**config.mk**
```make
export PLATFORM = sky130hd
export DESIGN_NAME = vga_stream_out
export DESIGN_NICKNAME = d
export VERILOG_FILES = /design/src/rtl/vga_pkg.sv /design/src/rtl/vga_stream_out_pixel_fifo.sv /design/src/rtl/vga_stream_out.sv
export SDC_FILE = /design/constraint.sdc
export NUM_CORES = 1
export LEC_CHECK = 0
export BUFFER_PORTS_ARGS = -buffer_cell sky130_fd_sc_hd__buf_4
export CAP_MARGIN = 15
export CORE_ASPECT_RATIO = 0.7
export CORE_MARGIN = 4
export CORE_UTILIZATION = 56
export CTS_CLUSTER_SIZE = 28
export DETAILED_ROUTE_END_ITERATION = 7
export MAX_ROUTING_LAYER = met4
export PLACE_DENSITY_LB_ADDON = 0.05
export SLEW_MARGIN = 20
export SYNTH_ARGS = -nofsm -noshare
export SYNTH_HDL_FRONTEND = slang
export SYNTH_SLANG_ARGS = --single-unit
```
**constraint.sdc**
```tcl
create_clock -name clk -period 3.5 [get_ports clk]
set_clock_uncertainty 0.15 [all_clocks]
set_input_delay 0.175 -clock clk [delete_from_list [all_inputs] [get_ports clk]]
set_output_delay 0.175 -clock clk [all_outputs]
set_load 0.02 [all_outputs]
```
**src/rtl/vga_pkg.sv**
```systemverilog
// Shared constants for the VGA output stage: default 640x480@60 timing,
// sync polarity encodings and a small window-decode helper.
package vga_pkg;

    localparam int DEF_H_ACTIVE = 640;
    localparam int DEF_H_FP     = 16;
    localparam int DEF_H_SYNC   = 96;
    localparam int DEF_H_BP     = 48;

    localparam int DEF_V_ACTIVE = 480;
    localparam int DEF_V_FP     = 10;
    localparam int DEF_V_SYNC   = 2;
    localparam int DEF_V_BP     = 33;

    localparam int DEF_COLOR_W    = 8;
    localparam int DEF_CLK_DIV    = 2;
    localparam int DEF_FIFO_DEPTH = 16;

    localparam logic SYNC_ACTIVE_LOW  = 1'b0;
    localparam logic SYNC_ACTIVE_HIGH = 1'b1;

    // Half-open window test used for the sync pulse decode.
    function automatic logic in_range(input int val, input int lo, input int hi);
        return (val >= lo) && (val < hi);
    endfunction

endpackage

```
**src/rtl/vga_stream_out_pixel_fifo.sv**
```systemverilog
// Small synchronous pixel FIFO with wrap-bit pointers and a flush input.
// Reads are combinational from the array; the consumer registers the word.
module pixel_fifo #(
    parameter int DEPTH = 16,
    parameter int WIDTH = 25
) (
    input  logic             clk,
    input  logic             reset,
    input  logic             flush,
    input  logic             wr_en,
    input  logic [WIDTH-1:0] wr_data,
    input  logic             rd_en,
    output logic [WIDTH-1:0] rd_data,
    output logic             full,
    output logic             empty,
    output logic             ready
);

    localparam int AW = $clog2(DEPTH);

    logic [WIDTH-1:0] mem [DEPTH];
    logic [AW:0]      wr_ptr_reg;
    logic [AW:0]      rd_ptr_reg;
    logic             do_wr;
    logic             do_rd;

    assign full  = (wr_ptr_reg[AW] != rd_ptr_reg[AW]) &&
                   (wr_ptr_reg[AW-1:0] == rd_ptr_reg[AW-1:0]);
    assign empty = (wr_ptr_reg == rd_ptr_reg);
    assign ready = !full;

    // Fullness is judged before any same-cycle pop, so a full FIFO never takes a word.
    assign do_wr = wr_en && !full && !flush;
    assign do_rd = rd_en && !empty && !flush;

    always_ff @(posedge clk) begin
        if (do_wr) begin
            mem[wr_ptr_reg[AW-1:0]] <= wr_data;
        end
    end

    assign rd_data = mem[rd_ptr_reg[AW-1:0]];

    always_ff @(posedge clk or negedge reset) begin
        if (!reset) begin
            wr_ptr_reg <= '0;
            rd_ptr_reg <= '0;
        end else if (flush) begin
            wr_ptr_reg <= '0;
            rd_ptr_reg <= '0;
        end else begin
            if (do_wr) begin
                wr_ptr_reg <= wr_ptr_reg + (AW+1)'(1);
            end
            if (do_rd) begin
                rd_ptr_reg <= rd_ptr_reg + (AW+1)'(1);
            end
        end
    end

endmodule

```
**src/rtl/vga_stream_out.sv**
```systemverilog
// Programmable VGA timing generator that pops {sof,R,G,B} words from a pixel
// FIFO during the active region and drives registered colour and sync outputs.
module vga_stream_out
    import vga_pkg::*;
#(
    parameter int   H_ACTIVE   = DEF_H_ACTIVE,
    parameter int   H_FP       = DEF_H_FP,
    parameter int   H_SYNC     = DEF_H_SYNC,
    parameter int   H_BP       = DEF_H_BP,
    parameter int   V_ACTIVE   = DEF_V_ACTIVE,
    parameter int   V_FP       = DEF_V_FP,
    parameter int   V_SYNC     = DEF_V_SYNC,
    parameter int   V_BP       = DEF_V_BP,
    parameter int   COLOR_W    = DEF_COLOR_W,
    parameter int   CLK_DIV    = DEF_CLK_DIV,
    parameter int   FIFO_DEPTH = DEF_FIFO_DEPTH,
    parameter logic SYNC_POL   = SYNC_ACTIVE_LOW
) (
    input  logic                 clk,
    input  logic                 reset,
    input  logic                 enable,
    input  logic                 pix_valid,
    output logic                 pix_ready,
    input  logic [3*COLOR_W-1:0] pix_data,
    input  logic                 pix_sof,
    output logic [COLOR_W-1:0]   red,
    output logic [COLOR_W-1:0]   green,
    output logic [COLOR_W-1:0]   blue,
    output logic                 hsync,
    output logic                 vsync,
    output logic                 blank_n,
    output logic                 frame_done,
    output logic                 underflow,
    output logic                 sof_err
);

    localparam int H_TOTAL = H_ACTIVE + H_FP + H_SYNC + H_BP;
    localparam int V_TOTAL = V_ACTIVE + V_FP + V_SYNC + V_BP;
    localparam int HW      = $clog2(H_TOTAL);
    localparam int VW      = $clog2(V_TOTAL);
    localparam int DW      = (CLK_DIV > 1) ? $clog2(CLK_DIV) : 1;
    localparam int PW      = 3 * COLOR_W;
    localparam int FW      = PW + 1;

    localparam logic [DW-1:0] DIV_LAST = DW'(CLK_DIV - 1);
    localparam logic [HW-1:0] H_LAST   = HW'(H_TOTAL - 1);
    localparam logic [VW-1:0] V_LAST   = VW'(V_TOTAL - 1);

    typedef struct packed {
        logic [COLOR_W-1:0] r;
        logic [COLOR_W-1:0] g;
        logic [COLOR_W-1:0] b;
    } rgb_t;

    logic [DW-1:0] div_cnt_reg;
    logic [HW-1:0] h_cnt_reg;
    logic [VW-1:0] v_cnt_reg;
    logic          enable_d_reg;
    logic          ready_en_reg;

    rgb_t          rgb_reg;
    logic          hsync_reg;
    logic          vsync_reg;
    logic          blank_n_reg;
    logic          frame_done_reg;
    logic          underflow_reg;
    logic          sof_err_reg;

    logic          tick;
    logic          h_last;
    logic          v_last;
    logic          active;
    logic          at_origin;
    logic          hsync_next;
    logic          vsync_next;
    logic          flush;
    logic          fifo_push;
    logic          fifo_pop;
    logic [FW-1:0] fifo_rd_data;
    logic          fifo_full;
    logic          fifo_empty;
    logic          fifo_ready;
    logic          fifo_sof;
    rgb_t          fifo_pix;

    assign tick      = enable && (div_cnt_reg == DIV_LAST);
    assign h_last    = (h_cnt_reg == H_LAST);
    assign v_last    = (v_cnt_reg == V_LAST);
    assign active    = (int'(h_cnt_reg) < H_ACTIVE) && (int'(v_cnt_reg) < V_ACTIVE);
    assign at_origin = (h_cnt_reg == '0) && (v_cnt_reg == '0);

    assign hsync_next = in_range(int'(h_cnt_reg), H_ACTIVE + H_FP, H_ACTIVE + H_FP + H_SYNC)
                        ? SYNC_POL : !SYNC_POL;
    assign vsync_next = in_range(int'(v_cnt_reg), V_ACTIVE + V_FP, V_ACTIVE + V_FP + V_SYNC)
                        ? SYNC_POL : !SYNC_POL;

    // Only the falling edge of enable empties the FIFO; a disabled stage still buffers.
    assign flush = enable_d_reg && !enable;

    assign pix_ready = ready_en_reg && fifo_ready;
    assign fifo_push = pix_valid && ready_en_reg && !fifo_full;
    assign fifo_pop  = tick && active && !fifo_empty;
    assign fifo_sof  = fifo_rd_data[FW-1];
    assign fifo_pix  = rgb_t'(fifo_rd_data[PW-1:0]);

    pixel_fifo #(
        .DEPTH (FIFO_DEPTH),
        .WIDTH (FW)
    ) u_fifo (
        .clk     (clk),
        .reset   (reset),
        .flush   (flush),
        .wr_en   (fifo_push),
        .wr_data ({pix_sof, pix_data}),
        .rd_en   (fifo_pop),
        .rd_data (fifo_rd_data),
        .full    (fifo_full),
        .empty   (fifo_empty),
        .ready   (fifo_ready)
    );

    always_ff @(posedge clk or negedge reset) begin
        if (!reset) begin
            div_cnt_reg  <= '0;
            h_cnt_reg    <= '0;
            v_cnt_reg    <= '0;
            enable_d_reg <= 1'b0;
            ready_en_reg <= 1'b0;
        end else begin
            enable_d_reg <= enable;
            ready_en_reg <= 1'b1;
            if (!enable) begin
                div_cnt_reg <= '0;
                h_cnt_reg   <= '0;
                v_cnt_reg   <= '0;
            end else begin
                div_cnt_reg <= (div_cnt_reg == DIV_LAST) ? '0 : div_cnt_reg + DW'(1);
                if (tick) begin
                    if (h_last) begin
                        h_cnt_reg <= '0;
                        v_cnt_reg <= v_last ? '0 : v_cnt_reg + VW'(1);
                    end else begin
                        h_cnt_reg <= h_cnt_reg + HW'(1);
                    end
                end
            end
        end
    end

    // Outputs capture the pre-increment counter state, so they trail the tick by one clk.
    always_ff @(posedge clk or negedge reset) begin
        if (!reset) begin
            rgb_reg        <= '0;
            hsync_reg      <= !SYNC_POL;
            vsync_reg      <= !SYNC_POL;
            blank_n_reg    <= 1'b0;
            frame_done_reg <= 1'b0;
            underflow_reg  <= 1'b0;
            sof_err_reg    <= 1'b0;
        end else if (!enable) begin
            rgb_reg        <= '0;
            hsync_reg      <= !SYNC_POL;
            vsync_reg      <= !SYNC_POL;
            blank_n_reg    <= 1'b0;
            frame_done_reg <= 1'b0;
            underflow_reg  <= 1'b0;
            sof_err_reg    <= 1'b0;
        end else begin
            frame_done_reg <= tick && h_last && v_last;
            if (tick) begin
                hsync_reg   <= hsync_next;
                vsync_reg   <= vsync_next;
                blank_n_reg <= active;
                rgb_reg     <= (active && !fifo_empty) ? fifo_pix : '0;
                if (active && fifo_empty) begin
                    underflow_reg <= 1'b1;
                end
                if (active && !fifo_empty && (fifo_sof != at_origin)) begin
                    sof_err_reg <= 1'b1;
                end
            end
        end
    end

    assign red        = rgb_reg.r;
    assign green      = rgb_reg.g;
    assign blue       = rgb_reg.b;
    assign hsync      = hsync_reg;
    assign vsync      = vsync_reg;
    assign blank_n    = blank_n_reg;
    assign frame_done = frame_done_reg;
    assign underflow  = underflow_reg;
    assign sof_err    = sof_err_reg;

endmodule

```
==> results.sh, run 1 <==
export IMPL_max_stage_delay_ns=0.63
export IMPL_gp_congestion=0.834
export IMPL_grt_pass1_wl_um=62000
export IMPL_path_clk_slew_ns=0.07
export IMPL_nets=1079
export IMPL_synth_distinct_cells=47
export IMPL_cp_startpoint="h_cnt_reg[6]"
export IMPL_antenna_found_initial=0
export IMPL_drv_cap=0
export IMPL_fin_util=0.663
export IMPL_n_antenna_cell=0
export IMPL_fp_dieW_um=223
export IMPL_grt_max_degree=104
export IMPL_fin_cells=1494
export IMPL_core_area_um2=31600
export IMPL_min_path_type="input pin to flop"
export IMPL_hpwl_um=22600
export IMPL_r2r_cells=5
export IMPL_dp_cells=1389
export IMPL_synthTopCellsByArea="edfxtp_1, mux4_2, dfrtp_1"
export IMPL_crit_buf_inv=0
export IMPL_hold_violations=0
export IMPL_whs_ns=0.0841
export IMPL_cts_buffers=43
export IMPL_synth_cells=909
export IMPL_final_common_cell="edfxtp_1"
export IMPL_drc=0
export IMPL_ioPinCount=60
export IMPL_track_usage=0.240
export IMPL_fin_tns_setup_ns=0
export IMPL_area_growth_pct=15.2
export IMPL_cp_slowest_cell="o31ai_4"
export IMPL_finalWirelength_um=40300
export IMPL_synth_top_area_share=0.660
export IMPL_end_kind="flop"
export IMPL_relSlewSlack=0.454
export IMPL_synth_warnings=0
export IMPL_cts_tree="done"
export IMPL_fin_area_um2=21000
export IMPL_crit_family="simple AND/OR/NAND/NOR gates"
export IMPL_core_rowCount=54
export IMPL_period_minus_slack_ns=2.57
export IMPL_avgRoutedWirePerCell_um=27.0
export IMPL_regToRegSetupSlack_ns=0.93
export IMPL_portBuffers=59
export IMPL_cp_depth=5
export IMPL_grt_ovfl_total=0
export IMPL_cp_cell_sequence="or3_4 > o31ai_4 > nand3_1 > or4_1 > nand3_1"
export IMPL_dp_slack_ns=0.993
export IMPL_startpoint_type="flop"
export IMPL_irDropWorstVdd_mv=0.414
export IMPL_slew_viol_final=0
export IMPL_cts_buffer_depth=3
export IMPL_clock_fmax_mhz=389
export IMPL_r2r_end="v_cnt_reg[7]"
export IMPL_crit_fanout=16
export IMPL_power_mw=12.4
export IMPL_ant_nets=0
export IMPL_fin_crit_sh=0.735
export IMPL_viasPerCell=6.20
export IMPL_async_flop_share=0.136
export IMPL_fp_dieH_um=159
export IMPL_largest_reg_flops=400
export IMPL_worst_pin_slew_ns=0.819
export IMPL_p_leak_nw=7.08
export IMPL_ys_seq_elements=463
export IMPL_p_per_area_nw_per_um2=593
export IMPL_critical_path_arrival_ns=2.90
export IMPL_drive_gt1_frac=0.295
export IMPL_crit_top_cell="nand3_1"
export IMPL_yosysSeqAreaShare=0.747
export IMPL_critPathRequiredTime_ns=3.83
export IMPL_nFillCells=2053
export IMPL_outcome="finished clean"
export IMPL_grt_setup_unrepaired="no"
export IMPL_cts_resized_gates=0
export IMPL_initial_utilization=0.576
export IMPL_dieArea_um2=35500
export IMPL_crit_type="flop to flop"
export IMPL_worst_slack_ns=0.929
export IMPL_grt_pass1_vias=9765
export IMPL_crit_end="v_cnt_reg[7]"
export IMPL_synth_top_area_cell="edfxtp_1"
export IMPL_drt_iter0_markers=1205
export IMPL_layout_common_cells="edfxtp_1, mux4_2, buf_4, dfrtp_1, nand2_1"
export IMPL_synth_edff_count=400
export IMPL_syn_avg_cell_area_um2=20.0
export IMPL_detailed_place_area_um2=19400
export IMPL_worst_skew_pair_late_latency_ns=0.55
export IMPL_cts_sinks=463
export IMPL_r2r_start="h_cnt_reg[6]"
export IMPL_first_pass_iters=5
export IMPL_vias=9270
export IMPL_clockRootBuffer="clkbuf_16"
export IMPL_syn_num_nets=947
export IMPL_synth_top_flop_cell="edfxtp_1"
export IMPL_mappedNetlistArea_um2=18200
export IMPL_setup_viol=0
export IMPL_htree_levels=2
[synth_stat cells, drive strengths merged (3+ instances only)]
| cell type | number |
|---|---|
| o31ai | 5 |
| inv | 36 |
| a21oi | 6 |
| or3 | 3 |
| and3 | 4 |
| nand3 | 15 |
| o21ai | 34 |
| clkbuf | 22 |
| nor2 | 37 |
| mux4 | 124 |
| xnor2 | 8 |
| edfxtp | 400 |
| mux2i | 7 |
| ha | 9 |
| nor3 | 9 |
| or4 | 3 |
| xor2 | 12 |
| nand2b | 4 |
| dfrtp | 61 |
| buf | 22 |
| nor4 | 5 |
| nand4 | 10 |
| nand2 | 46 |
[final cells by class]
cell class | instances | area, um^2 | area share
Tap cell | 420 | 526 | 0.0251
Timing Repair Buffer | 131 | 1100 | 0.0525
Sequential cell | 463 | 13600 | 0.649
Clock inverter | 25 | 184 | 0.00877
Inverter | 36 | 135 | 0.00645
Multi-Input combinational cell | 366 | 4290 | 0.204
Clock buffer | 53 | 1130 | 0.0541
[worst register-to-register path, stage by stage (launching register included)]
cell and delay (ns):
dfrtp_1 0.49, or3_4 0.44, o31ai_4 0.63, nand3_1 0.26, or4_1 0.46, nand3_1 0.08
[metal layers]
| layer | vias to the layer above | track usage | routed length [um] |
|---|---|---|---|
| met5 | - | - | 0 |
| met3 | 70 | 0.0449 | 3260 |
| met2 | 417 | 0.359 | 19200 |
| met1 | 4860 | 0.352 | 17000 |
| li1 | 3923 | - | - |
| met4 | 0 | 0.0577 | 846 |
[cell families after synthesis]
logic type / count (synthesis) / share of synthesized area
AOI/OAI and AO/OA: 61 / 0.0210
xor gates and xnor gates: 20 / 0.00962
adders and majority gates: 9 / 0.00619
buffers and inverters: 80 / 0.0212
DFF: 463 / 0.747
muxes: 131 / 0.157
other: 1 / 0.000206
and+or+nand+nor: 144 / 0.0378
[how the worst min path moves through the flow]
stage / endpoint / from / cells past startpoint
floorplan: blank_n / reset / 0
global placement: green[6] / reset / 1
detailed placement: green[6] / reset / 1
CTS: u_fifo.wr_ptr_reg[3] / pix_valid / 5
global route: u_fifo.wr_ptr_reg[3] / pix_valid / 5
finish: u_fifo.wr_ptr_reg[3] / pix_valid / 5
[power breakdown]
group | switching (mW) | total, mW | internal [mW] | leakage, nW
clock | 1.95 | 4.41 | 2.46 | 0.652
sequential | 0.0959 | 6.24 | 6.14 | 4.45
combinational | 0.872 | 1.78 | 0.912 | 1.98
[timing repair]
action,CTS,global route
hold endpoints to repair,476,0
hold buffers,27,0
setup buffers,0,0
No activity file was read; power rests on OpenSTA's default activity.
==> run 2, diff against run 1 <==
CORE_UTILIZATION = 62   (was 56)
clock period = 2.5 ns   (was 3.5 ns; I/O delays follow)
==> run 2 against run 1 <==
Net effect:
- core utilization is 7.5 points higher
- setup slack worse by 0.78 ns
- the flow now finishes with violations (negative hold slack)
- count of clock-buffer cells in the layout is 17 higher
- critical path depth is 1 higher
- worst hold slack worse by 0.10 ns
- sequential share of layout area is 1.0 points lower
- first-iteration DRC count is 16% lower
- non-clock buffer count is 12 higher
- register-to-register slack worse by 0.78 ns
- highest routed layer unchanged
- total power is 42% higher
- combinational power is 47% higher
- sequential power is 40% higher
==> results.sh, run 2 (synthesized netlist as in run 1, its figures left out) <==
export IMPL_worst_skew_pair_late_latency_ns=0.54
export IMPL_cts_resized_gates=0
export IMPL_cts_buffer_depth=3
export IMPL_core_rowCount=52
export IMPL_final_common_cell="edfxtp_1"
export IMPL_fin_crit_sh=0.942
export IMPL_setup_viol=0
export IMPL_outcome="complete, but fails checks"
export IMPL_gr_usage_met3=0.0443
export IMPL_ant_nets=0
export IMPL_fp_dieH_um=151
export IMPL_hpwl_um=23000
export IMPL_drive_gt1_frac=0.296
export IMPL_initial_utilization=0.630
export IMPL_clockRootBuffer="clkbuf_16"
export IMPL_finalWirelength_um=39500
export IMPL_drv_cap=0
export IMPL_end_kind="flop"
export IMPL_grt_max_degree=60
export IMPL_crit_type="flop to flop"
export IMPL_avgRoutedWirePerCell_um=27.0
export IMPL_p_per_area_nw_per_um2=830
export IMPL_p_leak_nw=7.19
export IMPL_critical_path_arrival_ns=2.43
export IMPL_startpoint_type="flop"
export IMPL_grt_pass1_vias=9581
export IMPL_relSlewSlack=0.497
export IMPL_drt_iter0_markers=1007
export IMPL_cts_buffers=42
export IMPL_track_usage=0.262
export IMPL_critPathRequiredTime_ns=2.57
export IMPL_min_path_type="input pin to async pin"
export IMPL_violations="negative hold slack"
export IMPL_fin_tns_setup_ns=0
export IMPL_slew_viol_final=0
export IMPL_nets=1090
export IMPL_irDropWorstVdd_mv=0.660
export IMPL_grt_util_met2=0.402
export IMPL_grt_ovfl_total=0
export IMPL_dieArea_um2=32200
export IMPL_layout_common_cells="edfxtp_1, mux4_2, buf_4, dfrtp_1, clkbuf_16"
export IMPL_grt_pass1_wl_um=59900
export IMPL_busiest_layer="met2"
export IMPL_core_area_um2=28900
export IMPL_antenna_found_initial=1
export IMPL_cts_tree="done"
export IMPL_first_pass_iters=8
export IMPL_gr_usage_met1=0.389
export IMPL_drc=0
export IMPL_hold_violations=8
export IMPL_regToRegSetupSlack_ns=0.15
export IMPL_detailed_place_area_um2=19700
export IMPL_gp_congestion=0.874
export IMPL_fin_area_um2=21300
export IMPL_grt_setup_unrepaired="no"
export IMPL_largest_reg_flops=400
export IMPL_htree_levels=2
export IMPL_ioPinCount=60
export IMPL_portBuffers=59
export IMPL_crit_fanout=10
export IMPL_path_clk_slew_ns=0.07
export IMPL_clock_fmax_mhz=425
export IMPL_whs_ns=-0.0170
export IMPL_vias=9250
export IMPL_area_growth_pct=17.1
export IMPL_period_minus_slack_ns=2.35
export IMPL_cts_sinks=463
export IMPL_fp_dieW_um=213
export IMPL_viasPerCell=6.32
export IMPL_worst_pin_slew_ns=0.749
[run 2: cell count changes in the layout (fill, tap and decap cells not counted), moves of 6 or more]
cell      previous run  this run
clkinv_1             6         0
buf_4              100        93
clkinv_2            12         4
clkbuf_1             8        21
buf_12               4        22
[run 2: cell type report]
type | count | area (um^2)
Antenna cell | 1 | 2.50
Clock buffer | 70 | 1280
Clock inverter | 6 | 80.1
Fill cell | 1669 | 7580
Inverter | 36 | 135
Multi-Input combinational cell | 366 | 4320
Sequential cell | 463 | 13600
Tap cell | 378 | 473
Timing Repair Buffer | 143 | 1420
[run 2: worst paths after layout]
| check | start | to | cells after the start |
|---|---|---|---|
| max | u_fifo.rd_ptr_reg[0] | u_fifo.mem[7][18] | 6 |
| min | reset | v_cnt_reg[4] | 2 |
| max reg2reg | u_fifo.rd_ptr_reg[0] | u_fifo.mem[7][18] | 6 |
| min reg2reg | blank_n | blank_n | 1 |
| max in group asynchronous | reset | hsync | 3 |
| min in group clk | enable | enable_d_reg | 2 |
[run 2: critical path, cell delays in order, from the launching register on]
cell	delay [ns]
dfrtp_4	0.56
xnor2_1	0.17
nand4_1	0.11
o21a_2	0.22
nand3_1	0.27
nor2_2	0.27
buf_4	0.29
[run 2: power by group]
part	internal, mW	total, mW	switching, mW
sequential	8.60	8.73	0.139
combinational	1.36	2.62	1.26
clock	3.71	6.32	2.62
[run 2: per-layer routing]
| layer | vias to the layer above | wire length (um) |
|---|---|---|
| li1 | 3949 | - |
| met1 | 4908 | 17300 |
| met2 | 353 | 19100 |
| met3 | 40 | 2650 |
| met4 | 0 | 373 |
| met5 | - | 0 |
[run 2: repair_timing]
item	in CTS	in global routing
buffers inserted	0	0
endpoints found under the setup margin	0	0
hold buffers	28	0
hold endpoints to repair	488	0
[run 2: stage by stage]
stage                     std cells  total power [mW]   util  worst slack, ns
after floorplan                 909              10.7      -           -0.348
after global placement         1358              11.5  0.681            0.220
after detailed placement       1358              11.5  0.681            0.192
after CTS                      1462              17.8  0.737            0.176
after global routing           1463              18.3  0.738           0.0552
final                          1463              17.7  0.738            0.146
